File: src/rtl/id_ex_stage_register_pkg.sv
// rtl/id_ex_stage_register_pkg.sv - shared FSM state, control-bundle layout and NOP word for the ID/EX register
package id_ex_pkg;

  typedef enum logic [1:0] {
    RUN    = 2'd0,
    DRAIN  = 2'd1,
    HALTED = 2'd2
  } drain_state_e;

  // Bit offsets inside the packed 16-bit control bundle.
  localparam int CTRL_REGDST_BIT   = 0;
  localparam int CTRL_REGWRITE_BIT = 1;
  localparam int CTRL_ALUSRC_BIT   = 2;
  localparam int CTRL_ALUOP_LSB    = 3;
  localparam int CTRL_ALUOP_W      = 2;
  localparam int CTRL_MEMREAD_BIT  = 5;
  localparam int CTRL_MEMWRITE_BIT = 6;
  localparam int CTRL_MEMTOREG_BIT = 7;
  localparam int CTRL_ALUCTRL_LSB  = 8;
  localparam int CTRL_ALUCTRL_W    = 4;
  localparam int CTRL_SELBYTES_LSB = 12;
  localparam int CTRL_SELBYTES_W   = 2;
  localparam int CTRL_BRANCH_BIT   = 14;

  localparam logic [15:0] CTRL_NOP_DEFAULT = 16'h0200;

  function automatic logic [15:0] sat_inc16(input logic [15:0] value);
    return (value == 16'hFFFF) ? value : value + 16'd1;
  endfunction

endpackage

File: src/rtl/id_ex_stage_register_if.sv
// rtl/id_ex_stage_register_if.sv - ID-side inputs and EX-side outputs of the ID/EX pipeline register
interface id_ex_stage_register_if #(
  parameter int CANT_BITS_ADDR      = 11,
  parameter int CANT_BITS_REGISTROS = 32,
  parameter int CANT_REGISTROS      = 32,
  parameter int CANT_BITS_IMMEDIATE = 16,
  parameter int CANT_BITS_CTRL      = 16
);
  localparam int RBITS = $clog2(CANT_REGISTROS);

  logic                           i_enable_pipeline;
  logic                           i_valid;
  logic                           i_bubble;
  logic                           i_flush;
  logic                           i_halt;
  logic                           i_zero_extend;
  logic [CANT_BITS_ADDR-1:0]      i_pc;
  logic [CANT_BITS_REGISTROS-1:0] i_data_A;
  logic [CANT_BITS_REGISTROS-1:0] i_data_B;
  logic [CANT_BITS_IMMEDIATE-1:0] i_immediate;
  logic [RBITS-1:0]               i_reg_rs;
  logic [RBITS-1:0]               i_reg_rt;
  logic [RBITS-1:0]               i_reg_rd;
  logic [CANT_BITS_CTRL-1:0]      i_ctrl;
  logic                           i_control_write_reg;
  logic [RBITS-1:0]               i_reg_write;
  logic [CANT_BITS_REGISTROS-1:0] i_data_write;

  logic                           o_valid;
  logic [CANT_BITS_ADDR-1:0]      o_pc;
  logic [CANT_BITS_REGISTROS-1:0] o_data_A;
  logic [CANT_BITS_REGISTROS-1:0] o_data_B;
  logic [CANT_BITS_REGISTROS-1:0] o_extension_constante;
  logic [RBITS-1:0]               o_reg_rs;
  logic [RBITS-1:0]               o_reg_rt;
  logic [RBITS-1:0]               o_reg_rd;
  logic [CANT_BITS_CTRL-1:0]      o_ctrl;
  logic                           o_halt_detected;
  logic                           o_halted;
  logic [15:0]                    o_bubble_count;

  modport master (
    output i_enable_pipeline, i_valid, i_bubble, i_flush, i_halt, i_zero_extend,
           i_pc, i_data_A, i_data_B, i_immediate, i_reg_rs, i_reg_rt, i_reg_rd,
           i_ctrl, i_control_write_reg, i_reg_write, i_data_write,
    input  o_valid, o_pc, o_data_A, o_data_B, o_extension_constante,
           o_reg_rs, o_reg_rt, o_reg_rd, o_ctrl, o_halt_detected, o_halted,
           o_bubble_count
  );

  modport slave (
    input  i_enable_pipeline, i_valid, i_bubble, i_flush, i_halt, i_zero_extend,
           i_pc, i_data_A, i_data_B, i_immediate, i_reg_rs, i_reg_rt, i_reg_rd,
           i_ctrl, i_control_write_reg, i_reg_write, i_data_write,
    output o_valid, o_pc, o_data_A, o_data_B, o_extension_constante,
           o_reg_rs, o_reg_rt, o_reg_rd, o_ctrl, o_halt_detected, o_halted,
           o_bubble_count
  );
endinterface

File: src/rtl/id_ex_stage_register_halt_drain_fsm.sv
// rtl/id_ex_stage_register_halt_drain_fsm.sv - halt capture and drain countdown to the sticky halted flag
module halt_drain_fsm
  import id_ex_pkg::*;
#(
  parameter int DRAIN_CYCLES = 4
) (
  input  logic         i_clock,
  input  logic         i_soft_reset,
  input  logic         i_enable,
  input  logic         i_capture,
  output drain_state_e o_state,
  output logic         o_halt_detected,
  output logic         o_halted
);

  localparam logic [7:0] DRAIN_LOAD = 8'(DRAIN_CYCLES - 1);

  drain_state_e state_q;
  logic [7:0]   drain_cnt_q;
  logic         halt_detected_q;
  logic         halted_q;

  // The counter starts at DRAIN_CYCLES-1 and the HALTED step consumes the final edge.
  always_ff @(negedge i_clock) begin
    if (i_soft_reset) begin
      state_q         <= RUN;
      drain_cnt_q     <= 8'd0;
      halt_detected_q <= 1'b0;
      halted_q        <= 1'b0;
    end else if (i_enable) begin
      case (state_q)
        RUN: begin
          if (i_capture) begin
            state_q         <= DRAIN;
            drain_cnt_q     <= DRAIN_LOAD;
            halt_detected_q <= 1'b1;
          end
        end
        DRAIN: begin
          if (drain_cnt_q == 8'd0) begin
            state_q  <= HALTED;
            halted_q <= 1'b1;
          end else begin
            drain_cnt_q <= drain_cnt_q - 8'd1;
          end
        end
        HALTED: state_q <= HALTED;
        default: state_q <= RUN;
      endcase
    end
  end

  assign o_state         = state_q;
  assign o_halt_detected = halt_detected_q;
  assign o_halted        = halted_q;

endmodule

File: src/rtl/id_ex_stage_register.sv
// rtl/id_ex_stage_register.sv - ID/EX pipeline register, falling-edge; WB->ID bypass under ID_WB_BYPASS_EN
module id_ex_stage_register
  import id_ex_pkg::*;
#(
  parameter int                             CANT_BITS_ADDR      = 11,
  parameter int                             CANT_BITS_REGISTROS = 32,
  parameter int                             CANT_REGISTROS      = 32,
  parameter int                             CANT_BITS_IMMEDIATE = 16,
  parameter int                             CANT_BITS_CTRL      = 16,
  parameter logic [CANT_BITS_CTRL-1:0]      CTRL_NOP            = CANT_BITS_CTRL'(CTRL_NOP_DEFAULT),
  parameter int                             DRAIN_CYCLES        = 4
) (
  input logic                   i_clock,
  input logic                   i_soft_reset,
  id_ex_stage_register_if.slave bus
);

  localparam int RBITS = $clog2(CANT_REGISTROS);
  localparam int EXT_W = CANT_BITS_REGISTROS - CANT_BITS_IMMEDIATE;

  logic                           valid_q, valid_d;
  logic [CANT_BITS_ADDR-1:0]      pc_q, pc_d;
  logic [CANT_BITS_REGISTROS-1:0] data_a_q, data_a_d;
  logic [CANT_BITS_REGISTROS-1:0] data_b_q, data_b_d;
  logic [CANT_BITS_REGISTROS-1:0] ext_q, ext_d;
  logic [RBITS-1:0]               rs_q, rs_d;
  logic [RBITS-1:0]               rt_q, rt_d;
  logic [RBITS-1:0]               rd_q, rd_d;
  logic [CANT_BITS_CTRL-1:0]      ctrl_q, ctrl_d;
  logic [15:0]                    bubble_cnt_q, bubble_cnt_d;

  drain_state_e                   fsm_state;
  logic                           run;
  logic                           kill;
  logic                           capture;
  logic [CANT_BITS_REGISTROS-1:0] operand_a;
  logic [CANT_BITS_REGISTROS-1:0] operand_b;
  logic [CANT_BITS_REGISTROS-1:0] imm_ext;

  assign run     = (fsm_state == RUN);
  assign kill    = bus.i_flush | bus.i_bubble;
  // A killed or stalled ID instruction never reaches EX, so its halt is dropped.
  assign capture = run & ~kill & bus.i_valid & bus.i_halt;

  assign imm_ext = bus.i_zero_extend
                 ? {{EXT_W{1'b0}}, bus.i_immediate}
                 : {{EXT_W{bus.i_immediate[CANT_BITS_IMMEDIATE-1]}}, bus.i_immediate};

`ifdef ID_WB_BYPASS_EN
  logic fwd_a;
  logic fwd_b;

  // Covers the WB write landing in the register file during the same cycle as the read.
  assign fwd_a     = bus.i_control_write_reg && (bus.i_reg_write == bus.i_reg_rs) && (bus.i_reg_write != '0);
  assign fwd_b     = bus.i_control_write_reg && (bus.i_reg_write == bus.i_reg_rt) && (bus.i_reg_write != '0);
  assign operand_a = fwd_a ? bus.i_data_write : bus.i_data_A;
  assign operand_b = fwd_b ? bus.i_data_write : bus.i_data_B;
`else
  logic unused_bypass;

  assign operand_a     = bus.i_data_A;
  assign operand_b     = bus.i_data_B;
  assign unused_bypass = ^{bus.i_control_write_reg, bus.i_reg_write, bus.i_data_write};
`endif

  always_comb begin
    valid_d      = valid_q;
    pc_d         = pc_q;
    data_a_d     = data_a_q;
    data_b_d     = data_b_q;
    ext_d        = ext_q;
    rs_d         = rs_q;
    rt_d         = rt_q;
    rd_d         = rd_q;
    ctrl_d       = ctrl_q;
    bubble_cnt_d = bubble_cnt_q;

    if (!run) begin
      valid_d = 1'b0;
      ctrl_d  = CTRL_NOP;
    end else if (kill) begin
      valid_d      = 1'b0;
      ctrl_d       = CTRL_NOP;
      bubble_cnt_d = sat_inc16(bubble_cnt_q);
    end else begin
      valid_d  = bus.i_valid;
      pc_d     = bus.i_pc;
      data_a_d = operand_a;
      data_b_d = operand_b;
      ext_d    = imm_ext;
      rs_d     = bus.i_reg_rs;
      rt_d     = bus.i_reg_rt;
      rd_d     = bus.i_reg_rd;
      // The halt instruction itself travels as a valid NOP.
      ctrl_d   = (bus.i_valid && !bus.i_halt) ? bus.i_ctrl : CTRL_NOP;
    end
  end

  always_ff @(negedge i_clock) begin
    if (i_soft_reset) begin
      valid_q      <= 1'b0;
      pc_q         <= '0;
      data_a_q     <= '0;
      data_b_q     <= '0;
      ext_q        <= '0;
      rs_q         <= '0;
      rt_q         <= '0;
      rd_q         <= '0;
      ctrl_q       <= CTRL_NOP;
      bubble_cnt_q <= 16'd0;
    end else if (bus.i_enable_pipeline) begin
      valid_q      <= valid_d;
      pc_q         <= pc_d;
      data_a_q     <= data_a_d;
      data_b_q     <= data_b_d;
      ext_q        <= ext_d;
      rs_q         <= rs_d;
      rt_q         <= rt_d;
      rd_q         <= rd_d;
      ctrl_q       <= ctrl_d;
      bubble_cnt_q <= bubble_cnt_d;
    end
  end

  halt_drain_fsm #(
    .DRAIN_CYCLES(DRAIN_CYCLES)
  ) u_halt_drain_fsm (
    .i_clock         (i_clock),
    .i_soft_reset    (i_soft_reset),
    .i_enable        (bus.i_enable_pipeline),
    .i_capture       (capture),
    .o_state         (fsm_state),
    .o_halt_detected (bus.o_halt_detected),
    .o_halted        (bus.o_halted)
  );

  assign bus.o_valid               = valid_q;
  assign bus.o_pc                  = pc_q;
  assign bus.o_data_A              = data_a_q;
  assign bus.o_data_B              = data_b_q;
  assign bus.o_extension_constante = ext_q;
  assign bus.o_reg_rs              = rs_q;
  assign bus.o_reg_rt              = rt_q;
  assign bus.o_reg_rd              = rd_q;
  assign bus.o_ctrl                = ctrl_q;
  assign bus.o_bubble_count        = bubble_cnt_q;

endmodule

File: src/flat_wrapper.sv
// flat-port wrapper written by rule: the top's interface ports become plain ports
module id_ex_stage_register_flat import id_ex_pkg::*;
#(
  parameter int                             CANT_BITS_ADDR      = 11,
  parameter int                             CANT_BITS_REGISTROS = 32,
  parameter int                             CANT_REGISTROS      = 32,
  parameter int                             CANT_BITS_IMMEDIATE = 16,
  parameter int                             CANT_BITS_CTRL      = 16,
  parameter logic [CANT_BITS_CTRL-1:0]      CTRL_NOP            = CANT_BITS_CTRL'(CTRL_NOP_DEFAULT),
  parameter int                             DRAIN_CYCLES        = 4
)
  (i_clock, i_soft_reset, bus_i_enable_pipeline, bus_i_valid, bus_i_bubble, bus_i_flush, bus_i_halt, bus_i_zero_extend, bus_i_pc, bus_i_data_A, bus_i_data_B, bus_i_immediate, bus_i_reg_rs, bus_i_reg_rt, bus_i_reg_rd, bus_i_ctrl, bus_i_control_write_reg, bus_i_reg_write, bus_i_data_write, bus_o_valid, bus_o_pc, bus_o_data_A, bus_o_data_B, bus_o_extension_constante, bus_o_reg_rs, bus_o_reg_rt, bus_o_reg_rd, bus_o_ctrl, bus_o_halt_detected, bus_o_halted, bus_o_bubble_count);
  id_ex_stage_register_if #(.CANT_BITS_ADDR(CANT_BITS_ADDR), .CANT_BITS_REGISTROS(CANT_BITS_REGISTROS), .CANT_REGISTROS(CANT_REGISTROS), .CANT_BITS_IMMEDIATE(CANT_BITS_IMMEDIATE), .CANT_BITS_CTRL(CANT_BITS_CTRL)) bus_i ();
  input logic i_clock;
  input logic i_soft_reset;
  input wire logic [$bits(bus_i.i_enable_pipeline)-1:0] bus_i_enable_pipeline;
  input wire logic [$bits(bus_i.i_valid)-1:0] bus_i_valid;
  input wire logic [$bits(bus_i.i_bubble)-1:0] bus_i_bubble;
  input wire logic [$bits(bus_i.i_flush)-1:0] bus_i_flush;
  input wire logic [$bits(bus_i.i_halt)-1:0] bus_i_halt;
  input wire logic [$bits(bus_i.i_zero_extend)-1:0] bus_i_zero_extend;
  input wire logic [$bits(bus_i.i_pc)-1:0] bus_i_pc;
  input wire logic [$bits(bus_i.i_data_A)-1:0] bus_i_data_A;
  input wire logic [$bits(bus_i.i_data_B)-1:0] bus_i_data_B;
  input wire logic [$bits(bus_i.i_immediate)-1:0] bus_i_immediate;
  input wire logic [$bits(bus_i.i_reg_rs)-1:0] bus_i_reg_rs;
  input wire logic [$bits(bus_i.i_reg_rt)-1:0] bus_i_reg_rt;
  input wire logic [$bits(bus_i.i_reg_rd)-1:0] bus_i_reg_rd;
  input wire logic [$bits(bus_i.i_ctrl)-1:0] bus_i_ctrl;
  input wire logic [$bits(bus_i.i_control_write_reg)-1:0] bus_i_control_write_reg;
  input wire logic [$bits(bus_i.i_reg_write)-1:0] bus_i_reg_write;
  input wire logic [$bits(bus_i.i_data_write)-1:0] bus_i_data_write;
  output wire logic [$bits(bus_i.o_valid)-1:0] bus_o_valid;
  output wire logic [$bits(bus_i.o_pc)-1:0] bus_o_pc;
  output wire logic [$bits(bus_i.o_data_A)-1:0] bus_o_data_A;
  output wire logic [$bits(bus_i.o_data_B)-1:0] bus_o_data_B;
  output wire logic [$bits(bus_i.o_extension_constante)-1:0] bus_o_extension_constante;
  output wire logic [$bits(bus_i.o_reg_rs)-1:0] bus_o_reg_rs;
  output wire logic [$bits(bus_i.o_reg_rt)-1:0] bus_o_reg_rt;
  output wire logic [$bits(bus_i.o_reg_rd)-1:0] bus_o_reg_rd;
  output wire logic [$bits(bus_i.o_ctrl)-1:0] bus_o_ctrl;
  output wire logic [$bits(bus_i.o_halt_detected)-1:0] bus_o_halt_detected;
  output wire logic [$bits(bus_i.o_halted)-1:0] bus_o_halted;
  output wire logic [$bits(bus_i.o_bubble_count)-1:0] bus_o_bubble_count;
  assign bus_i.i_enable_pipeline = bus_i_enable_pipeline;
  assign bus_i.i_valid = bus_i_valid;
  assign bus_i.i_bubble = bus_i_bubble;
  assign bus_i.i_flush = bus_i_flush;
  assign bus_i.i_halt = bus_i_halt;
  assign bus_i.i_zero_extend = bus_i_zero_extend;
  assign bus_i.i_pc = bus_i_pc;
  assign bus_i.i_data_A = bus_i_data_A;
  assign bus_i.i_data_B = bus_i_data_B;
  assign bus_i.i_immediate = bus_i_immediate;
  assign bus_i.i_reg_rs = bus_i_reg_rs;
  assign bus_i.i_reg_rt = bus_i_reg_rt;
  assign bus_i.i_reg_rd = bus_i_reg_rd;
  assign bus_i.i_ctrl = bus_i_ctrl;
  assign bus_i.i_control_write_reg = bus_i_control_write_reg;
  assign bus_i.i_reg_write = bus_i_reg_write;
  assign bus_i.i_data_write = bus_i_data_write;
  assign bus_o_valid = bus_i.o_valid;
  assign bus_o_pc = bus_i.o_pc;
  assign bus_o_data_A = bus_i.o_data_A;
  assign bus_o_data_B = bus_i.o_data_B;
  assign bus_o_extension_constante = bus_i.o_extension_constante;
  assign bus_o_reg_rs = bus_i.o_reg_rs;
  assign bus_o_reg_rt = bus_i.o_reg_rt;
  assign bus_o_reg_rd = bus_i.o_reg_rd;
  assign bus_o_ctrl = bus_i.o_ctrl;
  assign bus_o_halt_detected = bus_i.o_halt_detected;
  assign bus_o_halted = bus_i.o_halted;
  assign bus_o_bubble_count = bus_i.o_bubble_count;
  id_ex_stage_register #(.CANT_BITS_ADDR(CANT_BITS_ADDR), .CANT_BITS_REGISTROS(CANT_BITS_REGISTROS), .CANT_REGISTROS(CANT_REGISTROS), .CANT_BITS_IMMEDIATE(CANT_BITS_IMMEDIATE), .CANT_BITS_CTRL(CANT_BITS_CTRL), .CTRL_NOP(CTRL_NOP), .DRAIN_CYCLES(DRAIN_CYCLES)) u_core (.i_clock(i_clock), .i_soft_reset(i_soft_reset), .bus(bus_i));
endmodule
File: config.mk
export PLATFORM = sky130hd
export DESIGN_NAME = id_ex_stage_register_flat
export DESIGN_NICKNAME = d
export VERILOG_FILES = /design/src/rtl/id_ex_stage_register_pkg.sv /design/src/rtl/id_ex_stage_register_if.sv /design/src/rtl/id_ex_stage_register_halt_drain_fsm.sv /design/src/rtl/id_ex_stage_register.sv /design/src/flat_wrapper.sv
export SDC_FILE = /design/constraint.sdc
export NUM_CORES = 1
export LEC_CHECK = 0
export ABC_AREA = 0
export ABC_CLOCK_PERIOD_IN_PS = 2500
export CAP_MARGIN = 10
export CORE_MARGIN = 3
export CORE_UTILIZATION = 39
export CTS_CLUSTER_SIZE = 12
export DETAILED_ROUTE_END_ITERATION = 16
export GPL_TIMING_DRIVEN = 0
export PLACE_DENSITY = 0.89
export SKIP_CTS_REPAIR_TIMING = 1
export SLEW_MARGIN = 20
export SYNTH_ARGS = -nofsm -noshare
export SYNTH_HDL_FRONTEND = slang
export SYNTH_SLANG_ARGS = --single-unit
File: constraint.sdc
create_clock -name i_clock -period 2.5 [get_ports i_clock]
set_input_delay 0.5 -clock i_clock [delete_from_list [all_inputs] [get_ports i_clock]]
set_output_delay 0.5 -clock i_clock [all_outputs]
set_load 0.01 [all_outputs]
; After elaboration in Yosys (flattened, before gate mapping)
; Index checks and enable logic that the tools add are counted.
; W data, S select, Z words.
[totals]
register_bits = 167
inputBits = 168
latchBits = 0
n_memories = 0
elab_cells = 51
mem_bits_ro = 0
ram_bits = 0
[op_classes]
multipliers = 0
bitwise = 6
order_cmp = 0
n_shift = 0
n_div = 0
n_mux = 12
n_reduce_logical = 11
n_eq_ne = 6
add_sub_neg = 2
[ops]
columns = cell, n
row1 = $mux W16, 3
row2 = $mux W32, 1
row3 = $add A16 B1 Y16 const B, 1
row4 = $eq A16 B16 Y1 const B, 1
row5 = $mux W8, 2
row6 = $pmux W8 S2, 1
row7 = $reduce_and A3 Y1, 4
row8 = $logic_not A8 Y1, 1
row9 = $reduce_and A4 Y1, 2
row10 = $sub A8 B1 Y8 const B, 1
row11 = $ne A2 B2 Y1 const B, 3
row12 = $pmux W2 S3, 1
row13 = $mux W2, 2
row14 = $and A1 B1 Y1, 3
row15 = $eq A2 B1 Y1 const B, 1
row16 = $eq A2 B2 Y1 const B, 1
row17 = $logic_not A2 Y1, 1
row18 = $mux W1, 2
row19 = $not A1 Y1, 2
row20 = $reduce_bool A2 Y1, 1
row21 = $logic_and A1 B1 Y1, 1
row22 = $logic_not A1 Y1, 1
row23 = $or A1 B1 Y1, 1

; Depth between registers and ports, before layout
[depth]
word_depth = 7
depth_mapped = 8
mapped_depth_nobuf = 6

; Cells and area by module
; A second synthesis with hierarchy kept.
[hier_totals]
hier_cells = 704
hier_area_um2 = 5885.6
[by_module_without_submodules]
columns = module, area_each_um2, n_inst, cells_each, seq_area_each_um2
row1 = id_ex_stage_register, 5242.5, 1, 633, 2802.7
row2 = halt_drain_fsm, 643.1, 1, 71, 240.2

==> flow_metrics.env <==
export IMPL_synth_mux_area_share_pct=0.868
export IMPL_synth_simple_gate_area_share_pct=23.6
export IMPL_ys_ff_latch=152
export IMPL_die_area_um2=16700
export IMPL_maxCapViolCount=0
export IMPL_finish_net_count=1395
export IMPL_tightest_slew_ns=1.10
export IMPL_p_switching_mw=2.61
export IMPL_synthesis_area_um2=5910
export IMPL_worstHoldPathType="flop to flop"
export IMPL_clk_pin_slew_ns=0.03
export IMPL_p_seq_share_pct=34.4
export IMPL_cts_buffer_depth=2
export IMPL_peakVddDrop_uv=574
export IMPL_drc_errors=0
export IMPL_regArea_um2=3120
export IMPL_ant_nets=0
export IMPL_die_w_um=129
export IMPL_io_buffers=285
export IMPL_combinationalPowerShare_pct=12.5
export IMPL_synth_seq_area_share_pct=51.5
export IMPL_ioPinCount=325
export IMPL_slew_headroom_pct=25.8
export IMPL_final_area_um2=12100
export IMPL_grt_pass1_wl_mm=34.6
export IMPL_clkSinkCount=152
export IMPL_grt_max_degree=18
export IMPL_fp_dieH_um=129
export IMPL_vias=7942
export IMPL_grt_usage_pct=26.2
export IMPL_setup_viol=270
export IMPL_antenna_found_initial=1
export IMPL_crit_type="flop to primary output"
export IMPL_drive_gt1_share_pct=29.7
export IMPL_numCtsBuffers=17
export IMPL_synth_compound_area_share_pct=16.9
export IMPL_multi_input_area_um2=3320
export IMPL_cts_tree="done"
export IMPL_synth_top_cells_by_count="nand2_1 (226), dfxtp_1 (152), a21oi_1 (137), clkbuf_1 (44), nor2_1 (25)"
export IMPL_grt_ovfl_total=0
export IMPL_synth_warnings=0
export IMPL_preCtsSetupSlack_ns=-1.54
export IMPL_startpoint_type="flop"
export IMPL_dp_hpwl_mm=15.0
export IMPL_hold_viol=0
export IMPL_synth_area_leader_cell="dfxtp_1"
export IMPL_wl_per_cell_um=21.8
export IMPL_fillCellCount=752
export IMPL_final_cell_count_no_fill=1419
export IMPL_violations="negative setup slack"
export IMPL_synthAdderAreaFrac_pct=1.27
export IMPL_clockRootBuffer="clkbuf_16"
export IMPL_first_pass_iters=6
export IMPL_ys_flop_type="dfxtp_1"
export IMPL_clkPwrFrac_pct=53.2
export IMPL_rows=44
export IMPL_synth_edf_count=0
export IMPL_synth_async_reset_ratio_pct=0
export IMPL_synth_avg_cell_area_um2=8.04
export IMPL_power_density_nw_per_um2=613
export IMPL_synth_nets=909
export IMPL_crit_path_end_kind="primary output"
export IMPL_yosysTopAreaCellShare_pct=51.5
export IMPL_yosysUniqueCellTypes=46
export IMPL_crit_arrival_ns=2.44
export IMPL_core_region_area_um2=14700
export IMPL_fin_ws_ns=-0.436
export IMPL_p_leak_nw=7.11
export IMPL_area_growth_syn_to_layout_pct=105
export IMPL_dpl_cell_area_um2=9160
export IMPL_initial_utilization_pct=40.2
export IMPL_drtIter0Drc=656
export IMPL_insertion_delay_ns=0.51
export IMPL_worst_path_max_fanout=9
export IMPL_wl_mm=30.9
export IMPL_yosysMostFrequentCell="nand2_1"
export IMPL_finalSetupTns_ns=-46.90
export IMPL_syn_inst=735
export IMPL_viasPerCell=5.60
export IMPL_synth_top_family_by_area="simple AND/OR/NAND/NOR gates"
export IMPL_placed_cells=1204
export IMPL_cts_htree_levels=4
export IMPL_slew_viol_final=0
export IMPL_synth_xor_area_share_pct=0
export IMPL_status="finished with violations"
export IMPL_required_ns=2.00
export IMPL_netSwitchingFraction_pct=35.2
export IMPL_finClkSkew_ns=0.0554
export IMPL_gp_congestion=0.864
export IMPL_grt_pass1_vias=7352
export IMPL_synth_area_leaders="dfxtp_1 (51%), nand2_1 (14%), a21oi_1 (12%)"
export IMPL_p_int_mw=4.81
export IMPL_rsz0062_at_grt="yes"
==> placed cells by master (no fill, tap or decap), types with 29 or more instances in the layout <==
| master | synthesis | routed |
|---|---|---|
| a21oi_1 | 137 | 51 |
| a21oi_2 | 0 | 86 |
| buf_6 | 0 | 49 |
| clkbuf_16 | 0 | 29 |
| clkbuf_2 | 0 | 36 |
| clkdlybuf4s50_1 | 0 | 123 |
| dfxtp_1 | 152 | 120 |
| dlymetal6s2s_1 | 0 | 107 |
| inv_1 | 13 | 165 |
| nand2_1 | 226 | 172 |
| nand2_4 | 0 | 45 |
==> path summary, 6_finish.rpt <==
| kind | from | slack, ns | end | cells past startpoint |
|---|---|---|---|---|
| max | u_core.bus.o_extension_constante[30] | -0.44 | bus_o_extension_constante[29] | 3 |
| min reg2reg | u_core.bus.o_pc[1] | 0.46 | u_core.bus.o_pc[1] | 2 |
| min | u_core.bus.o_pc[1] | 0.46 | u_core.bus.o_pc[1] | 2 |
| max reg2reg | u_core.u_halt_drain_fsm.o_state[1] | 0.15 | u_core.bus.o_bubble_count[11] | 8 |
==> layout make-up <==
type                            count  share of cell area (%)
Multi-Input combinational cell    507                    27.4
Sequential cell                   152                    25.8
Tap cell                          184                    1.90
Clock buffer                       17                    3.52
Antenna cell                        1                  0.0207
Buffer                             62                    4.28
Inverter                           12                   0.372
Timing Repair Buffer              317                    30.5
Clock inverter                    167                    6.14
==> power by group through the flow <==
stage / logic (mW) / clock network [mW] / registers [mW]
floorplan: 0.231 / 0.370 / 2.61
global placement: 0.677 / 0.370 / 2.58
detailed placement: 0.689 / 0.370 / 2.59
CTS: 0.701 / 3.72 / 2.56
global route: 0.970 / 4.19 / 2.55
finish: 0.925 / 3.95 / 2.55
==> flip-flops by register name, summed over array words and instances, names as in the netlist <==
register                                 flops
u_core.bus.o_data_A                         32
u_core.bus.o_data_B                         32
u_core.bus.o_extension_constante            17
u_core.bus.o_bubble_count                   16
u_core.bus.o_ctrl                           16
u_core.bus.o_pc                             11
u_core.u_halt_drain_fsm.drain_cnt_q          8
u_core.bus.o_reg_rd                          5
u_core.bus.o_reg_rs                          5
u_core.bus.o_reg_rt                          5
u_core.u_halt_drain_fsm.o_state              2
u_core.bus.o_valid                           1
u_core.u_halt_drain_fsm.o_halt_detected      1
u_core.u_halt_drain_fsm.o_halted             1
==> per-stage QoR <==
step           util, %  power, mW  hold WS [ns]
6_report          82.3       7.42         0.455
5_1_grt           82.3       7.70         0.473
4_1_cts           70.3       6.98         0.451
3_5_place_dp      62.3       3.65         0.446
3_3_place_gp      62.3       3.63         0.441
2_1_floorplan        -       3.22         0.437
==> cell families after synthesis <==
group	Yosys count
multiplexers	5
flip-flops	152
AO/OA/AOI/OAI	178
adder cells (fa/ha/maj)	6
buffers and inverters	76
AND/OR/NAND/NOR	318
==> routing by layer <==
layer  up-vias  track usage (%)  wire [um]
li1       3440                -          -
met1      3713             25.1      10200
met2       610             45.9      15600
met3       179             13.6       3270
met4         0             13.2       1900
met5         -                0          0
==> worst max-delay path, cell delays in order, from the launching register on <==
cell	delay [ns]
dfxtp_4	0.35
buf_12	0.14
buf_4	0.13
clkbuf_2	0.12
Power figures use the tool's default switching activity.
==> variant 1: new RTL, same settings <==
The option `ID_WB_BYPASS_EN` is turned on by a define.
--- a/src/rtl/id_ex_stage_register.sv
+++ b/src/rtl/id_ex_stage_register.sv
@@ -1,4 +1,6 @@
 // rtl/id_ex_stage_register.sv - ID/EX pipeline register, falling-edge; WB->ID bypass under ID_WB_BYPASS_EN
+`define ID_WB_BYPASS_EN
+
 module id_ex_stage_register
   import id_ex_pkg::*;
 #(
Check against the original RTL: not equivalent (a bounded check fails within 4 cycles, from zero or initial values and one cycle with i_soft_reset high).
==> variant 1 against the original RTL <==
- the flow still finishes with violations (setup timing)
- utilization grew 0.34 points
- wire length grew 30%
- design area grew 20%
- worst setup slack lost 81 ps
- area after synthesis grew 20%
- non-clock buffer count grew 101
- total power grew 7.5%
- clock skew grew 18 ps
- sequential cell count is the same
- largest cell class unchanged
- largest power group unchanged
==> variant 1: results (changes against the original RTL) <==
[route]
wl_met3_um=4090  ; was 3270 um
wl_met2_um=20200  ; was 15,600 um
drtPass1Iterations=8  ; was 6
highest_layer=met4  ; unchanged
met1_length_um=13600  ; was 10,200 um
post_drt_wl_per_cell_um=24.6  ; was 21.8 um
drt_iter0_markers=746  ; was 656

[worst_setup_path]
rr_endpoint=u_core.bus.o_bubble_count[3]  ; was u_core.bus.o_bubble_count[11]
arrival_ps=2090  ; was 2440 ps
crit_fanout=6  ; was 9
start_kind=input port  ; was flop
cp-startpoint=bus_i_reg_write[2]  ; was u_core.bus.o_extension_constante[30]
ff2ff_path_depth=6  ; was 8
endpoint=u_core.bus.o_data_B[8]  ; was bus_o_extension_constante[29]
r2r-start=u_core.bus.o_bubble_count[9]  ; was u_core.u_halt_drain_fsm.o_state[1]

[synth]
synth-xor-area-share_pct=1.24  ; was 0%
yosysSeqAreaShare_pct=43.1  ; was 51.5%
synth.distinct_cells=53  ; was 46
syn_nets=1022  ; was 909
muxShareOfSynthArea_pct=0.903  ; was 0.868%
ys_top_cells_by_area=dfxtp_1, a21oi_1, a41oi_1, o31ai_1, nand2_1  ; was dfxtp_1, nand2_1, a21oi_1, clkbuf_1, buf_4
synth_fa_ha_area_share_pct=1.06  ; was 1.27%
synth-compound-area-share_pct=33.6  ; was 16.9%

[global_route]
grt_use_met3_pct=12.9  ; was 13.6%
grt_pass1_vias=9149  ; was 7,352
antenna_found_initial=2  ; was 1
grt_pass1_wl_um=46200  ; was 34,600 um
met2_usage_pct=49.8  ; was 45.9%
grtUsageMet1_pct=29.9  ; was 25.1%
grt_usage_pct=29.1  ; was 26.2%

[sta]
layout_setup_ws_ps=-518  ; was -436 ps
setup_tns_ps=-56500  ; was -46,900 ps
finalSetupViolations=254  ; was 270
slew_headroom_pct=41.3  ; was 25.8%
worst_clock_skew_ps=73.5  ; was 55.4 ps

[finish]
multi_input_cells=581  ; was 507
nNonClkInverters=12  ; unchanged
drive_gt1_share_pct=46.0  ; was 29.7%
n_fill_cell=903  ; was 752
multiInputGateArea_um2=4640  ; was 3320 um^2
register_area_um2=3270  ; was 3120 um^2
n_all_buffers=480  ; was 379
clockNetworkAreaShare_pct=7.73  ; was 9.66%
fin_nets=1570  ; was 1,395
buffer_area_share_pct=35.4  ; was 34.8%

[pwr]
p_clk_share_pct=46.7  ; was 53.2%
pg_seq_w=0.00261  ; was 0.00255 W
p_leak_nw=6.14  ; was 7.11 nW
ir_worst_vdd_v=0.000477  ; was 0.000574 V
swShare_pct=37.7  ; was 35.2%

[status]
status=finished, violations left  ; unchanged
failed_checks=setup timing  ; unchanged

[place]
place_congestion=0.956  ; was 0.864
dp_hpwl_um=22500  ; was 15,000 um
place_ws_ps=-1610  ; was -1540 ps
port_buffers=322  ; was 285

[min_path]
hold_end=u_core.bus.o_reg_rd[4]  ; was u_core.bus.o_pc[1]
hold_path.class=flop to flop  ; unchanged
hold_start=u_core.bus.o_reg_rd[4]  ; was u_core.bus.o_pc[1]

[clock_tree]
htreeDepth=4  ; unchanged

## variant 1: cell types whose count changed in the layout (fill, tap and decap cells not counted), moves of 60 or more
cell / before / now
a21oi_2: 86 / 17
buf_6: 49 / 185
dfxtp_1: 120 / 10
dfxtp_2: 16 / 122
dlymetal6s2s_1: 107 / 12
nand2_1: 172 / 102
o21ai_0: 7 / 67
## variant 1: cells by family after synthesis
family / count (synthesis)
compound gates: 368
xor+xnor: 10
flops: 152
mux: 6
simple gates: 190
buf+inv: 116
fa+ha+maj: 6
## variant 1: per-stage QoR
stage	std cells	hold slack (ps)	instance area, um^2	util, %	total power, W
finish	1636	452	14500	82.6	0.00797
floorplan	848	442	7400	-	0.00352
global route	1636	464	14500	82.6	0.00831
detailed placement	1395	442	10900	62.2	0.00417
global placement	1395	438	10900	62.2	0.00416
CTS	1578	447	12000	68.5	0.00733
## variant 1: worst max-delay path, stage by stage
cell and delay, ps:
buf_8 110, or4_4 570, o21a_4 270, buf_12 160, clkbuf_16 160, a41oi_2 190
a21oi_1 130
==> variant 2: new RTL, same settings <==
Without the edit above. Reset style: asynchronous (`i_soft_reset`), changed in 2 clocked blocks.
--- a/src/rtl/id_ex_stage_register_halt_drain_fsm.sv
+++ b/src/rtl/id_ex_stage_register_halt_drain_fsm.sv
@@ -21,7 +21,7 @@
   logic         halted_q;
 
   // The counter starts at DRAIN_CYCLES-1 and the HALTED step consumes the final edge.
-  always_ff @(negedge i_clock) begin
+  always_ff @(negedge i_clock or posedge i_soft_reset) begin
     if (i_soft_reset) begin
       state_q         <= RUN;
       drain_cnt_q     <= 8'd0;
--- a/src/rtl/id_ex_stage_register.sv
+++ b/src/rtl/id_ex_stage_register.sv
@@ -96,7 +96,7 @@
     end
   end
 
-  always_ff @(negedge i_clock) begin
+  always_ff @(negedge i_clock or posedge i_soft_reset) begin
     if (i_soft_reset) begin
       valid_q      <= 1'b0;
       pc_q         <= '0;
Formal check against the unedited RTL: differs if i_soft_reset is asserted again (counterexample within 4 cycles, from zero or initial values and one cycle with i_soft_reset high); with i_soft_reset held inactive, the same outputs for 4 cycles.
==> variant 2 against the original RTL <==
- the run still ends with setup timing left
- worst setup slack lost 140 ps
- cell count shrank 22%
- area after synthesis grew 5.8%
- via count shrank 29%
- largest cell class unchanged
- wire length shrank 23%
- sequential cell count is the same
- design area shrank 2.2%
Power is not compared: it rests on default switching activity, and its combinational part moved more than twofold at a synthesized area within 25%.
==> variant 2: results (changes against the original RTL) <==
[status]
status=finished, violations left  ; unchanged
failed_checks=setup timing  ; unchanged

[global_route]
antenna_found_initial=0  ; was 1
met2_usage_pct=41.2  ; was 45.9%
grt_usage_pct=22.6  ; was 26.2%
grt_use_met3_pct=6.54  ; was 13.6%
grtUsageMet1_pct=26.0  ; was 25.1%

[place]
place_ws_ps=-1240  ; was -1540 ps
port_buffers=286  ; was 285
dp_hpwl_um=14900  ; was 15,000 um
dpl_cell_area_um2=10200  ; was 9160 um^2

[route]
drtPass1Iterations=5  ; was 6
drt_iter0_markers=345  ; was 656

[finish]
multiInputGateArea_um2=2810  ; was 3320 um^2
n_all_buffers=457  ; was 379
n_fill_cell=865  ; was 752
nNonClkInverters=13  ; was 12
antenna_cells=0  ; was 1
drive_gt1_share_pct=56.1  ; was 29.7%

[sta]
finalSetupViolations=292  ; was 270
worst_clock_skew_ps=48.8  ; was 55.4 ps
layout_setup_ws_ps=-575  ; was -436 ps

[worst_setup_path]
max_stage_delay_ps=500  ; was 350 ps
critPathTopFamily=flip-flops  ; was buffers and inverters

[die]
die_x_um=133  ; was 129 um

[clock_tree]
clkTransAtPathRegs_ps=50  ; was 30 ps

[synth]
ys_top_cells_by_area=dfrtn_1, mux2_2, a22o_1, buf_4, ha_1  ; was dfxtp_1, nand2_1, a21oi_1, clkbuf_1, buf_4
synthFlopType=dfrtn_1  ; was dfxtp_1

==> variant 2: cell count changes after synthesis, moves of 6 or more <==
cell and delta:
nand2_1 -212, nor2b_1 -17, xnor2_1 +7, a22o_1 +15, mux2_2 +106, dfrtn_1 +151
or4_1 -6, nor2_1 -16, dfxtp_1 -152, clkbuf_1 -42, buf_2 +10, a21oi_1 -135
==> variant 2: power by group through the flow <==
stage	Sequential [W]	Combinational (W)	Clock, W
after floorplan	0.00461	0.00222	0.00000501
after global placement	0.00419	0.00526	0.00000501
after detailed placement	0.00431	0.00543	0.00000501
after CTS	0.00429	0.00548	0.00246
after global routing	0.00440	0.00669	0.00262
final	0.00431	0.00638	0.00246
==> variant 2: through the flow <==
stage	std cells	power, W
after CTS	970	0.0122
after detailed placement	939	0.00974
after global placement	935	0.00946
after global routing	1108	0.0137
after floorplan	438	0.00684
final	1108	0.0131
==> variant 2: final timing paths <==
check / startpoint / endpoint / slack (ps) / cells past startpoint
max in group asynchronous: i_soft_reset / u_core.bus.o_data_B[26] / 220 / 4
worst min-delay path: u_core.u_halt_drain_fsm.o_halted / u_core.u_halt_drain_fsm.o_halted / 430 / 1
worst max-delay path: u_core.bus.o_extension_constante[30] / bus_o_extension_constante[17] / -580 / 4
worst max register to register: u_core.bus.o_bubble_count[3] / u_core.bus.o_bubble_count[1] / 190 / 6
worst min register to register: u_core.u_halt_drain_fsm.o_halted / u_core.u_halt_drain_fsm.o_halted / 430 / 1
min in group asynchronous: i_soft_reset / u_core.bus.o_extension_constante[15] / 1720 / 2
==> variant 2: kinds of logic after synthesis <==
group,after synthesis,share of synthesized area [%]
compound gates,47,6.02
simple gates,69,6.80
buf+inv,43,3.74
xor+xnor,11,1.54
mux,110,19.9
fa+ha+maj,6,1.20
flops,152,60.8
